**config.mk**
```make
export PLATFORM = sky130hd
export DESIGN_NAME = icache_mem_arbiter
export DESIGN_NICKNAME = d
export VERILOG_FILES = /design/src/rtl/icache_mem_arbiter.sv
export SDC_FILE = /design/constraint.sdc
export NUM_CORES = 1
export LEC_CHECK = 0
export BUFFER_PORTS_ARGS = -buffer_cell sky130_fd_sc_hd__buf_2
export CAP_MARGIN = 20
export CORE_AREA = 3 3 116 118
export DETAILED_ROUTE_END_ITERATION = 16
export DIE_AREA = 0 0 119 121
export PLACE_DENSITY = 0.83
export SLEW_MARGIN = 20
export SYNTH_ARGS = -nofsm -noshare
export SYNTH_HDL_FRONTEND = slang
export SYNTH_SLANG_ARGS = --single-unit
```
**constraint.sdc**
```tcl
create_clock -name clk -period 2.85 [get_ports clk]
set_input_delay 0.1425 -clock clk [delete_from_list [all_inputs] [get_ports clk]]
set_output_delay 0.1425 -clock clk [all_outputs]
set_load 0.005 [all_outputs]
```
**src/rtl/icache_mem_arbiter.sv**
```systemverilog
// icache_mem_arbiter
//   Shares one program-memory read port among NUM_CONSUMERS instruction
//   caches. Requesters are granted round-robin with one memory transaction
//   in flight at a time. Each requester sees a two-pulse handshake on its
//   ready line: an accept pulse when it is granted, then a response pulse
//   that carries the fetched instruction on its data slice.
//
// Ports
//   clk, reset             clock; synchronous active-high reset
//   consumer_read_valid    per-requester request, held until accepted
//   consumer_read_address  flattened request addresses (ADDR_BITS each)
//   consumer_read_ready    per-requester accept / response pulses
//   consumer_read_data     flattened response data (DATA_BITS each)
//   mem_read_valid/address request to the program memory controller
//   mem_read_ready/data    memory response, data valid with ready
//   current_owner          last granted requester
//   busy                   a transaction is in flight
//   grant_count            total grants issued (wraps)
//   conflict_cycles        cycles in which a valid requester went ungranted
module icache_mem_arbiter #(
  parameter int NUM_CONSUMERS = 4,
  parameter int ADDR_BITS     = 8,
  parameter int DATA_BITS     = 16,
  localparam int OW           = $clog2(NUM_CONSUMERS)
) (
  input  logic                           clk,
  input  logic                           reset,
  input  logic [NUM_CONSUMERS-1:0]           consumer_read_valid,
  input  logic [NUM_CONSUMERS*ADDR_BITS-1:0] consumer_read_address,
  output logic [NUM_CONSUMERS-1:0]           consumer_read_ready,
  output logic [NUM_CONSUMERS*DATA_BITS-1:0] consumer_read_data,
  output logic                           mem_read_valid,
  output logic [ADDR_BITS-1:0]           mem_read_address,
  input  logic                           mem_read_ready,
  input  logic [DATA_BITS-1:0]           mem_read_data,
  output logic [OW-1:0]                  current_owner,
  output logic                           busy,
  output logic [31:0]                    grant_count,
  output logic [31:0]                    conflict_cycles
);

  typedef enum logic [1:0] {
    ST_IDLE    = 2'd0,
    ST_READ    = 2'd1,
    ST_RESPOND = 2'd2
  } state_t;

  // First requester at or after ptr, scanning upward with wrap. The index
  // arithmetic wraps naturally because NUM_CONSUMERS is a power of two.
  function automatic logic [OW-1:0] rr_pick(input logic [NUM_CONSUMERS-1:0] req,
                                            input logic [OW-1:0] ptr);
    logic [OW-1:0] idx;
    logic          found;
    rr_pick = {OW{1'b0}};
    found   = 1'b0;
    for (int k = 0; k < NUM_CONSUMERS; k++) begin
      idx     = ptr + OW'(k);
      rr_pick = (!found && req[idx]) ? idx : rr_pick;
      found   = found | req[idx];
    end
  endfunction

  state_t                           r_state;
  logic [OW-1:0]                    r_ptr;
  logic [OW-1:0]                    r_owner;
  logic                             r_mem_valid;
  logic [ADDR_BITS-1:0]             r_mem_addr;
  logic [NUM_CONSUMERS-1:0]         r_ready;
  logic [NUM_CONSUMERS*DATA_BITS-1:0] r_data;
  logic [31:0]                      r_grant_count;
  logic [31:0]                      r_conflict;
  logic                             r_busy;

  state_t                           w_state_next;
  logic [OW-1:0]                    w_ptr_next;
  logic [OW-1:0]                    w_owner_next;
  logic                             w_mem_valid_next;
  logic [ADDR_BITS-1:0]             w_mem_addr_next;
  logic [NUM_CONSUMERS-1:0]         w_ready_next;
  logic [NUM_CONSUMERS*DATA_BITS-1:0] w_data_next;
  logic [31:0]                      w_grant_count_next;
  logic [31:0]                      w_conflict_next;
  logic [NUM_CONSUMERS-1:0]         w_grant;
  logic [OW-1:0]                    w_winner;
  logic                             w_any;

  assign w_winner = rr_pick(consumer_read_valid, r_ptr);
  assign w_any    = |consumer_read_valid;

  // Next-state and next-output decode for the arbitration FSM and counters.
  always_comb begin
    w_state_next       = r_state;
    w_ptr_next         = r_ptr;
    w_owner_next       = r_owner;
    w_mem_valid_next   = r_mem_valid;
    w_mem_addr_next    = r_mem_addr;
    w_ready_next       = {NUM_CONSUMERS{1'b0}};
    w_data_next        = r_data;
    w_grant_count_next = r_grant_count;
    w_grant            = {NUM_CONSUMERS{1'b0}};

    case (r_state)
      ST_IDLE: begin
        if (w_any) begin
          w_grant[w_winner]      = 1'b1;
          w_owner_next           = w_winner;
          w_mem_addr_next        = consumer_read_address[w_winner*ADDR_BITS +: ADDR_BITS];
          w_mem_valid_next       = 1'b1;
          w_ready_next[w_winner] = 1'b1;
          w_grant_count_next     = r_grant_count + 32'd1;
          w_state_next           = ST_READ;
        end else begin
          w_mem_valid_next = 1'b0;
        end
      end
      ST_READ: begin
        // Ready drops after the accept pulse; it rises again only with data.
        if (mem_read_ready) begin
          w_mem_valid_next = 1'b0;
          w_data_next[r_owner*DATA_BITS +: DATA_BITS] = mem_read_data;
          w_ready_next[r_owner] = 1'b1;
          w_state_next     = ST_RESPOND;
        end else begin
          w_mem_valid_next = 1'b1;
        end
      end
      ST_RESPOND: begin
        w_ptr_next       = r_owner + OW'(1'b1);
        w_mem_valid_next = 1'b0;
        w_state_next     = ST_IDLE;
      end
      default: begin
        w_mem_valid_next = 1'b0;
        w_state_next     = ST_IDLE;
      end
    endcase

    // Any valid requester not being granted this very cycle is contention.
    if ((consumer_read_valid & ~w_grant) != {NUM_CONSUMERS{1'b0}}) begin
      w_conflict_next = r_conflict + 32'd1;
    end else begin
      w_conflict_next = r_conflict;
    end
  end

  // State, pointer, handshake outputs and statistics registers.
  always_ff @(posedge clk) begin
    if (reset) begin
      r_state       <= ST_IDLE;
      r_ptr         <= {OW{1'b0}};
      r_owner       <= {OW{1'b0}};
      r_mem_valid   <= 1'b0;
      r_mem_addr    <= {ADDR_BITS{1'b0}};
      r_ready       <= {NUM_CONSUMERS{1'b0}};
      r_data        <= {(NUM_CONSUMERS*DATA_BITS){1'b0}};
      r_grant_count <= 32'd0;
      r_conflict    <= 32'd0;
      r_busy        <= 1'b0;
    end else begin
      r_state       <= w_state_next;
      r_ptr         <= w_ptr_next;
      r_owner       <= w_owner_next;
      r_mem_valid   <= w_mem_valid_next;
      r_mem_addr    <= w_mem_addr_next;
      r_ready       <= w_ready_next;
      r_data        <= w_data_next;
      r_grant_count <= w_grant_count_next;
      r_conflict    <= w_conflict_next;
      r_busy        <= (w_state_next != ST_IDLE);
    end
  end

  assign consumer_read_ready = r_ready;
  assign consumer_read_data  = r_data;
  assign mem_read_valid      = r_mem_valid;
  assign mem_read_address    = r_mem_addr;
  assign current_owner       = r_owner;
  assign busy                = r_busy;
  assign grant_count         = r_grant_count;
  assign conflict_cycles     = r_conflict;

endmodule

```
==> reports/qor.txt <==
FF-to-FF End = conflict_cycles[28]$_SDFFE_PP0P_
Sequential power share = 43.7%
Top cells by area, synth = dfxtp_1 (47%), a21oi_1 (9.0%), nand3_1 (8.4%), nand2_1 (8.0%), xor2_1 (3.0%)
Critical path depth = 8
Gate power share = 8.9%
TritonCTS Sinks = 148
Crit path time final = 2740 ps
Max Cap Viol = 0
Fin. max-slew vios = 0
Cts bufs inserted = 17
Sw Ratio = 24.2%
Fill cells = 1097
# IOs = 199
Buf+Inv Stages, Crit Path = 1
1st-iter DRT viols = 700
Startpoint Class = register
Net switching power = 1190 uW
Register bit count reported by yosys = 148
Worst setup path end = conflict_cycles[28]$_SDFFE_PP0P_
Yosys warns = 0
GP Congestion = 0.864
Crit-path max FO = 29
VDD IR max = 0.389 mV
Max clock buf depth = 2
Total negative slack = 0 ps
Worst EP required = 3190 ps
Die W = 119 um
# rows = 41
Root buf cell = clkbuf_16
Internal power = 3730 uW
Share of cells above drive strength 1 = 25.9%
Rel. slew slack = 42.5%
Clk_skew = 8.31 ps
CTS tree = done
Worst path slowest cell = nor2b_1
Crit path arrival time = 3080 ps
RSZ-0062 raised after global routing = no
Reg clk slew, reported paths = 60 ps
Cts repair resizes = 0
HP Class = in2reg
Seq/Total Area, Yosys = 46.5%
Fin. Hold Viols = 0
Crit path max-delay family = simple AND/OR/NAND/NOR gates
Die footprint = 14400 um2
R2R Setup Slk = 110 ps
Worst Setup SP = r_ptr[0]$_SDFFE_PP0N_
Yosys top cell by area = dfxtp_1
Top cell type's share of synthesized area = 46.5%
Post-CTS Setup Bufs = 0
First-pass GRT wire length = 30200 um
Worst slew pin tran = 861 ps
Cell area power density = 602 nW/um2
Final setup vio count = 0
DRT antenna net count = 0
Via count = 6542
Grt ovf = 0
Clock latency on the worst-skew pair = 420 ps
Worst-path cell chain = nor2b_1 -> or4b_4 -> nor2b_1 -> o41ai_1 -> o32a_1 -> buf_4 -> or4b_1 -> a21oi_1
R2R depth = 8
Most frequent CP cell = nor2b_1
Via density = 5.61
Syn_nets = 854
Static Leak = 0.00338 uW
Crit. End Element = register
Number of global-route vias before repair = 6045
Die Y = 121 um
Largest stage delay, worst path = 680 ps
Commonest register cell after synthesis = dfxtp_1
Mean Syn Cell Area = 8.04 um2
Final wirelength = 18500 um
Hold WS = 18.9 ps
# hold bufs at CTS = 0
CTS HTree Levels = 4
Number of port buffers = 198
Worst R2R Start = r_ptr[0]$_SDFFE_PP0N_
Largest net degree at the start of global routing = 73
Max Fclk = 365 MHz
Floorplan Core Area = 12600 um2
Initial antenna violation count = 0
Final Power = 4930 uW
DR DRC count = 0
Yosys cell types = 45
TritonRoute pass-1 iters = 7
Status = completed
Synth Instances = 792
N_diodes = 0
Clk pwr share = 47.4%
Mapped Area = 6370 um2
Initial core utilization = 50.7%
Fin nets = 1043
All-Layer GR Usage = 25.6%
Wire per inst = 15.9 um
Number of synthesized flops with an enable pin = 0
Syn-to-layout area delta = 28.4%
Asr flop ratio synth = 0%
Crit path kind = reg2reg
Final HPWL DP = 12700 um
Part of the cycle the worst path needs = 96.2%
tightest hold or removal path: stages:
cell and delay [ps]:
buf_2 130, nand3_1 60, a21oi_1 60
flip-flops by register name, indices dropped and copies added, names as in the netlist:
register and flops:
grant_count 32, r_state 2, conflict_cycles 32, mem_read_valid 1, mem_read_address 8, current_owner 2
busy 1, r_ptr 2, consumer_read_data 64, consumer_read_ready 4
power by group through the flow:
| stage | logic [uW] | clock network (uW) | registers [uW] |
|---|---|---|---|
| after detailed placement | 431 | 0 | 2200 |
| after CTS | 434 | 2360 | 2150 |
| after global routing | 487 | 2450 | 2160 |
| after global placement | 427 | 0 | 2200 |
| final | 437 | 2330 | 2150 |
| after floorplan | 242 | 0 | 2200 |
metrics by stage:
| stage | utilization [%] | std cells | setup slack (ps) | instance area [um2] |
|---|---|---|---|---|
| 3_5_place_dp | 60.1 | 1134 | 217 | 7560 |
| 6_report | 65.1 | 1166 | 110 | 8180 |
| 2_1_floorplan | - | 792 | 549 | 6370 |
| 3_3_place_gp | 60.1 | 1134 | 372 | 7560 |
| 5_1_grt | 65.1 | 1166 | 5.25 | 8180 |
| 4_1_cts | 65.1 | 1166 | 150 | 8180 |
cells in the final DEF (no fill, tap or decap), types with 3 or more instances in the layout:
| cell | count |
|---|---|
| o21ai_0 | 9 |
| nor3_1 | 7 |
| buf_2 | 197 |
| and2_1 | 7 |
| a21oi_1 | 115 |
| ha_1 | 7 |
| or4b_1 | 9 |
| nand2_1 | 136 |
| o21ai_1 | 3 |
| inv_1 | 11 |
| clkbuf_16 | 17 |
| bufinv_16 | 3 |
| or3_1 | 13 |
| nor2_1 | 45 |
| clkbuf_8 | 3 |
| clkinv_4 | 3 |
| nand4_1 | 14 |
| nand3_1 | 107 |
| nor2b_1 | 7 |
| and4_1 | 5 |
| o31ai_1 | 13 |
| dfxtp_1 | 148 |
| xnor2_1 | 5 |
| buf_4 | 22 |
| o41ai_1 | 11 |
| or4_1 | 15 |
| xor2_1 | 22 |
| and3_1 | 3 |
| nor4_1 | 8 |
metal layers:
metal,share of wire [%],global-route usage [%],up-vias
met2,46,40.8,271
met4,2.3,9.20,0
met5,0,0,-
li1,-,-,3190
met1,44,34.1,3046
met3,7.9,5.87,35
layout make-up:
cell class	instances	area, um2	share of cell area, %
repair buffers	220	1170	14.3
multi-input cells	583	3170	38.7
inverters	11	41.3	0.505
flip-flops and latches	148	2960	36.2
clock inverters	10	146	1.79
well taps	172	215	2.63
clock buffers	22	474	5.80
how the worst min path moves through the flow:
stage                                         from                             endpoint  slack [ps]  depth (start not counted)
3_3_place_gp   consumer_read_data[17]$_SDFFE_PP0P_  consumer_read_data[17]$_SDFFE_PP0P_         430                          2
3_5_place_dp   consumer_read_data[63]$_SDFFE_PP0P_  consumer_read_data[63]$_SDFFE_PP0P_         440                          2
4_1_cts                          mem_read_data[11]  consumer_read_data[11]$_SDFFE_PP0P_           3                          3
6_report                          mem_read_data[4]   consumer_read_data[4]$_SDFFE_PP0P_          20                          3
5_1_grt                           mem_read_data[5]  consumer_read_data[21]$_SDFFE_PP0P_          20                          3
2_1_floorplan                                reset                r_state[1]$_SDFF_PP0_         220                          1
cells by family after synthesis:
logic type                 Yosys count  share of synthesized area, %
DFF                                148                          46.5
AOI/OAI and AO/OA                  159                          14.1
and+or+nand+nor                    388                          30.1
buffers and inverters               61                          3.87
adders and majority gates            7                          1.37
muxes                                2                         0.314
xor gates and xnor gates            27                          3.71
cells in the mapped netlist (11+ instances only):
cell and n:
a21oi_1 115, clkbuf_1 42, dfxtp_1 148, inv_1 11, nand2_1 136, nand3_1 107
nand4_1 14, nor2_1 45, o31ai_1 13, o41ai_1 11, or3_1 13, or4_1 15
xor2_1 22
Power figures use the tool's default switching activity.
